$ cat src/rtl/mic_frame_packer.sv
// mic_frame_packer
// Collects a TDM stream of signed per-channel ADC words into a parallel
// N_CH-element vector for the sum-of-squares energy stage. A completed frame
// appears on o_data with a one-cycle o_valid pulse in the cycle after its
// last word. There is no backpressure.
//
// Ports:
//   i_50M_clk     system clock, rising edge
//   i_rst         synchronous active-high reset
//   i_word_valid  qualifies i_word / i_sof
//   i_sof         word is channel 0 of a new frame
//   i_word        signed IN_W sample
//   i_ch_mask     per-channel zero mask (only with MIC_FRAME_CH_MASK_EN)
//   o_valid       one-cycle pulse, o_data holds a new complete frame
//   o_data        N_CH x OUT_W sign-extended samples, element k = channel k
//   o_err_sync    one-cycle pulse on a framing error
//   o_frame_cnt   emitted-frame counter, wraps
//
// Optional feature: define MIC_FRAME_CH_MASK_EN to add i_ch_mask. It is
// sampled at the completion edge and forces masked elements to zero.
module mic_frame_packer #(
  parameter int unsigned N_CH  = 12,
  parameter int unsigned IN_W  = 16,
  parameter int unsigned OUT_W = 24,
  parameter int unsigned CNT_W = 16
) (
  input  logic                         i_50M_clk,
  input  logic                         i_rst,
  input  logic                         i_word_valid,
  input  logic                         i_sof,
  input  logic signed [IN_W-1:0]       i_word,
`ifdef MIC_FRAME_CH_MASK_EN
  input  logic [N_CH-1:0]              i_ch_mask,
`endif
  output logic                         o_valid,
  output logic [N_CH-1:0][OUT_W-1:0]   o_data,
  output logic                         o_err_sync,
  output logic [CNT_W-1:0]             o_frame_cnt
);

  localparam int unsigned CH_W = $clog2(N_CH);

  typedef enum logic [1:0] {
    S_IDLE,
    S_COLLECT,
    S_WAIT_SOF
  } state_t;

  state_t                        state_q, state_d;
  logic [CH_W-1:0]               ch_q, ch_d;
  // The last channel never lands in the buffer; it goes straight to o_data.
  logic [N_CH-2:0][OUT_W-1:0]    buf_q, buf_d;
  logic [N_CH-1:0][OUT_W-1:0]    data_q, data_d;
  logic                          valid_q, valid_d;
  logic                          err_q, err_d;
  logic [CNT_W-1:0]              cnt_q, cnt_d;
  logic [OUT_W-1:0]              word_ext;

  // i_word is signed, so the size cast sign-extends.
  assign word_ext = OUT_W'(i_word);

  always_comb begin
    state_d = state_q;
    ch_d    = ch_q;
    buf_d   = buf_q;
    data_d  = data_q;
    valid_d = 1'b0;
    err_d   = 1'b0;
    cnt_d   = cnt_q;

    if (i_word_valid) begin
      if (i_sof) begin
        // SOF restarts a frame from any state; mid-frame it also flags an error.
        if (state_q == S_COLLECT) err_d = 1'b1;
        buf_d[0] = word_ext;
        ch_d     = CH_W'(1);
        state_d  = S_COLLECT;
      end else begin
        unique case (state_q)
          S_IDLE: begin
            // Dropped silently until the first SOF.
          end
          S_COLLECT: begin
            if (ch_q == CH_W'(N_CH - 1)) begin
              for (int unsigned k = 0; k < N_CH - 1; k++) data_d[k] = buf_q[k];
              data_d[N_CH-1] = word_ext;
`ifdef MIC_FRAME_CH_MASK_EN
              for (int unsigned k = 0; k < N_CH; k++) begin
                if (i_ch_mask[k]) data_d[k] = '0;
              end
`endif
              valid_d = 1'b1;
              cnt_d   = cnt_q + CNT_W'(1);
              ch_d    = '0;
              state_d = S_WAIT_SOF;
            end else begin
              buf_d[ch_q] = word_ext;
              ch_d        = ch_q + CH_W'(1);
            end
          end
          S_WAIT_SOF: begin
            err_d = 1'b1;
          end
          default: begin
            state_d = S_IDLE;
          end
        endcase
      end
    end
  end

  always_ff @(posedge i_50M_clk) begin
    if (i_rst) begin
      state_q <= S_IDLE;
      ch_q    <= '0;
      buf_q   <= '0;
      data_q  <= '0;
      valid_q <= 1'b0;
      err_q   <= 1'b0;
      cnt_q   <= '0;
    end else begin
      state_q <= state_d;
      ch_q    <= ch_d;
      buf_q   <= buf_d;
      data_q  <= data_d;
      valid_q <= valid_d;
      err_q   <= err_d;
      cnt_q   <= cnt_d;
    end
  end

  assign o_valid     = valid_q;
  assign o_data      = data_q;
  assign o_err_sync  = err_q;
  assign o_frame_cnt = cnt_q;

endmodule

$ cat config.mk
export PLATFORM = sky130hd
export DESIGN_NAME = mic_frame_packer
export DESIGN_NICKNAME = d
export VERILOG_FILES = /design/src/rtl/mic_frame_packer.sv
export SDC_FILE = /design/constraint.sdc
export NUM_CORES = 1
export LEC_CHECK = 0
export BUFFER_PORTS_ARGS = -buffer_cell sky130_fd_sc_hd__clkbuf_2
export CAP_MARGIN = 20
export CORE_MARGIN = 5
export CORE_UTILIZATION = 40
export CTS_CLUSTER_DIAMETER = 150
export DETAILED_ROUTE_END_ITERATION = 16
export PLACE_DENSITY = 0.68
export SETUP_SLACK_MARGIN = 0.4
export SLEW_MARGIN = 20
export SYNTH_ARGS = -nofsm -noshare
export SYNTH_HDL_FRONTEND = slang
export SYNTH_SLANG_ARGS = --single-unit
$ cat constraint.sdc
create_clock -name i_50M_clk -period 2.9 [get_ports i_50M_clk]
set_input_delay 0.435 -clock i_50M_clk [delete_from_list [all_inputs] [get_ports i_50M_clk]]
set_output_delay 0.435 -clock i_50M_clk [all_outputs]
set_load 0.02 [all_outputs]
==> results.json <==
{
  "status": "finished clean",
  "fp-row-count": 70,
  "timing.setup.tns_ps": 0,
  "ios": 326,
  "grt_pass1_wl_um": 65800,
  "reg2reg_from": "state_q[0]",
  "layout-drive-gt1-share": 0.213,
  "finalCoreUtilization": 0.479,
  "dp_hpwl_um": 26200,
  "n_antenna_cell": 0,
  "synth.most_common_cell": "nand2_1",
  "cp.required_ps": 3330,
  "synth_top_cell_area_share": 0.531,
  "cp_num_buf_inv": 0,
  "cts_max_path_buffers": 3,
  "dpl_worst_slack_ps": 514,
  "grt_pass1_vias": 11500,
  "grt_use_total": 0.201,
  "antenna_found_initial": 1,
  "leakagePower_nw": 7.07,
  "slowest_stage": "and4bb_2",
  "drv_cap": 0,
  "final_cells": 2471,
  "htreeDepth": 2,
  "netlist_instances": 1805,
  "die_h_um": 202,
  "dpl_cell_area_um2": 16000,
  "place_inst": 2394,
  "combinationalPowerShare": 0.025,
  "wl_per_cell_um": 17.3,
  "crit_fanout": 25,
  "cts_made_buffers": 43,
  "synth.ff_latch_count": 392,
  "initialDrtViolationCount": 748,
  "timing.hold.ws_ps": 224,
  "path_cells": "and4bb_2 > nand4_1 > nor3_1 > mux2_1",
  "hold_start": "i_word_valid",
  "fin_crit_sh": 0.752,
  "dr.pass1.iters": 5,
  "synth.distinct_cells": 39,
  "cp_top_family": "simple AND/OR/NAND/NOR gates",
  "period_minus_slack_ps": 2180,
  "postCtsSetupBuffers": 0,
  "yosysWarningCount": 0,
  "die_x_um": 202,
  "max_freq_mhz": 458,
  "powerDensity_nw_per_um2": 649,
  "syn_nets": 1830,
  "syn2layout_area_growth_pct": 18.4,
  "synth_flop_cell": "dfxtp_1",
  "drc": 0,
  "power_mw": 11.4,
  "clock_power_share": 0.498,
  "synth_common_cells": "nand2_1, dfxtp_1, a21oi_1",
  "synth_edf_count": 0,
  "grt_max_degree": 105,
  "yosys-top-cells-area": "dfxtp_1, nand2_1, a21oi_1",
  "internal_power_mw": 8.96,
  "nNetsFinal": 1996,
  "crit_type": "register to register",
  "end_kind": "register",
  "final_area_um2": 17500,
  "floorplan.initialDensity": 0.405,
  "synthArstFlopShare": 0,
  "maxSlewViolCount": 0,
  "skew_ps": 17.3,
  "rsz0062_at_grt": "false",
  "worstPathArrival_ps": 2610,
  "crit_start": "state_q[0]",
  "yosysSeqAreaShare": 0.531,
  "gp_congestion": 0.773,
  "dr_total_vias": 12200,
  "grt-ovfl-total": 0,
  "max_slew_margin": 0.514,
  "cts_tree": "built",
  "cts.clk_slew.worst_paths_ps": 60,
  "hp-class": "input port to register",
  "syn_area_per_cell_um2": 8.19,
  "core_um2": 36500,
  "via_per_inst": 4.95,
  "ir_worst_vdd_mv": 0.427,
  "portBuffers": 325,
  "fp.dieArea_um2": 40900,
  "synth.largest_area_cell": "dfxtp_1",
  "netlist_area_um2": 14800,
  "fin_ws_ps": 718,
  "pwr-share-seq": 0.477,
  "root_buffer": "clkbuf_16",
  "drt_wl_total_um": 42700,
  "ant_nets": 0,
  "worst_pin_slew_ps": 729,
  "sw_frac_of_total": 0.212,
  "clk_latency_ps": 550,
  "final_hold_viol_count": 0,
  "setup_violations": 0,
  "cts.sinks": 392,
  "p_sw_mw": 2.40,
  "max_stage_delay_ps": 650,
  "startpoint_type": "register"
}
-- power by group through the flow --
stage | registers [mW] | clock network, mW | logic (mW)
floorplan | 5.53 | 0 | 0.156
global placement | 5.53 | 0 | 0.283
detailed placement | 5.53 | 0 | 0.287
CTS | 5.41 | 5.80 | 0.288
global route | 5.41 | 6.02 | 0.303
finish | 5.41 | 5.66 | 0.286
-- flip-flops by register name, summed over array words and instances, names as in the netlist --
register     cells
ch_q             4
o_data         192
o_frame_cnt     16
state_q          2
o_err_sync       1
buf_q          176
o_valid          1
-- per-layer routing --
| metal | track usage | share of wire | vias up |
|---|---|---|---|
| li1 | - | - | 6053 |
| met1 | 0.259 | 0.42 | 5708 |
| met2 | 0.342 | 0.49 | 398 |
| met3 | 0.0366 | 0.069 | 68 |
| met4 | 0.0660 | 0.026 | 2 |
| met5 | 0 | 0.00047 | - |
-- final timing paths --
check,to,slack [ps],cells past startpoint
worst max-delay path,o_frame_cnt[12],720,4
worst min-delay path,o_err_sync,220,2
worst max register to register,o_frame_cnt[12],720,4
worst min register to register,o_data[72],440,2
-- kinds of logic (layout without fill, tap and decap cells) --
| family | count (synthesis) | in the layout | share of synthesized area |
|---|---|---|---|
| and+or+nand+nor | 774 | 774 | 0.215 |
| buffers and inverters | 234 | 432 | 0.0887 |
| muxes | 65 | 65 | 0.0441 |
| AOI/OAI and AO/OA | 325 | 325 | 0.111 |
| xor gates and xnor gates | 10 | 10 | 0.00593 |
| DFF | 392 | 392 | 0.531 |
| adders and majority gates | 5 | 5 | 0.00423 |
-- layout by cell type (no fill, tap or decap), types with 7 or more instances in the layout --
cell type	synthesis	routed
dfxtp_1	392	392
clkbuf_1	89	11
nor2_1	63	62
buf_4	99	16
nand3_1	14	14
nand2_1	622	621
clkbuf_16	0	45
a21oi_1	315	315
nand2b_1	32	32
and3_1	9	9
buf_12	0	7
xnor2_1	7	7
mux2i_1	64	64
clkbuf_8	0	8
clkbuf_2	1	324
-- final cells by class --
| cell class | instances | area [um^2] |
|---|---|---|
| Tap cell | 468 | 586 |
| Timing Repair Buffer | 350 | 1920 |
| Clock buffer | 64 | 1280 |
| Clock inverter | 13 | 203 |
| Inverter | 5 | 18.8 |
| Sequential cell | 392 | 7850 |
| Fill cell | 3582 | 19000 |
| Multi-Input combinational cell | 1179 | 5640 |
-- worst reg2reg max path: cells and delay by family (launching register included) --
kind	cells	cell delay [ps]
multiplexers	1	340
AND/OR/NAND/NOR	3	1300
flip-flops	1	430
-- what timing repair did --
item,in CTS,in global routing
resized for setup,0,3
endpoints found under the setup margin,0,68
endpoints found under the hold margin,0,0
hold buffers,0,0
Note: power is estimated with default switching activity, not from simulation.
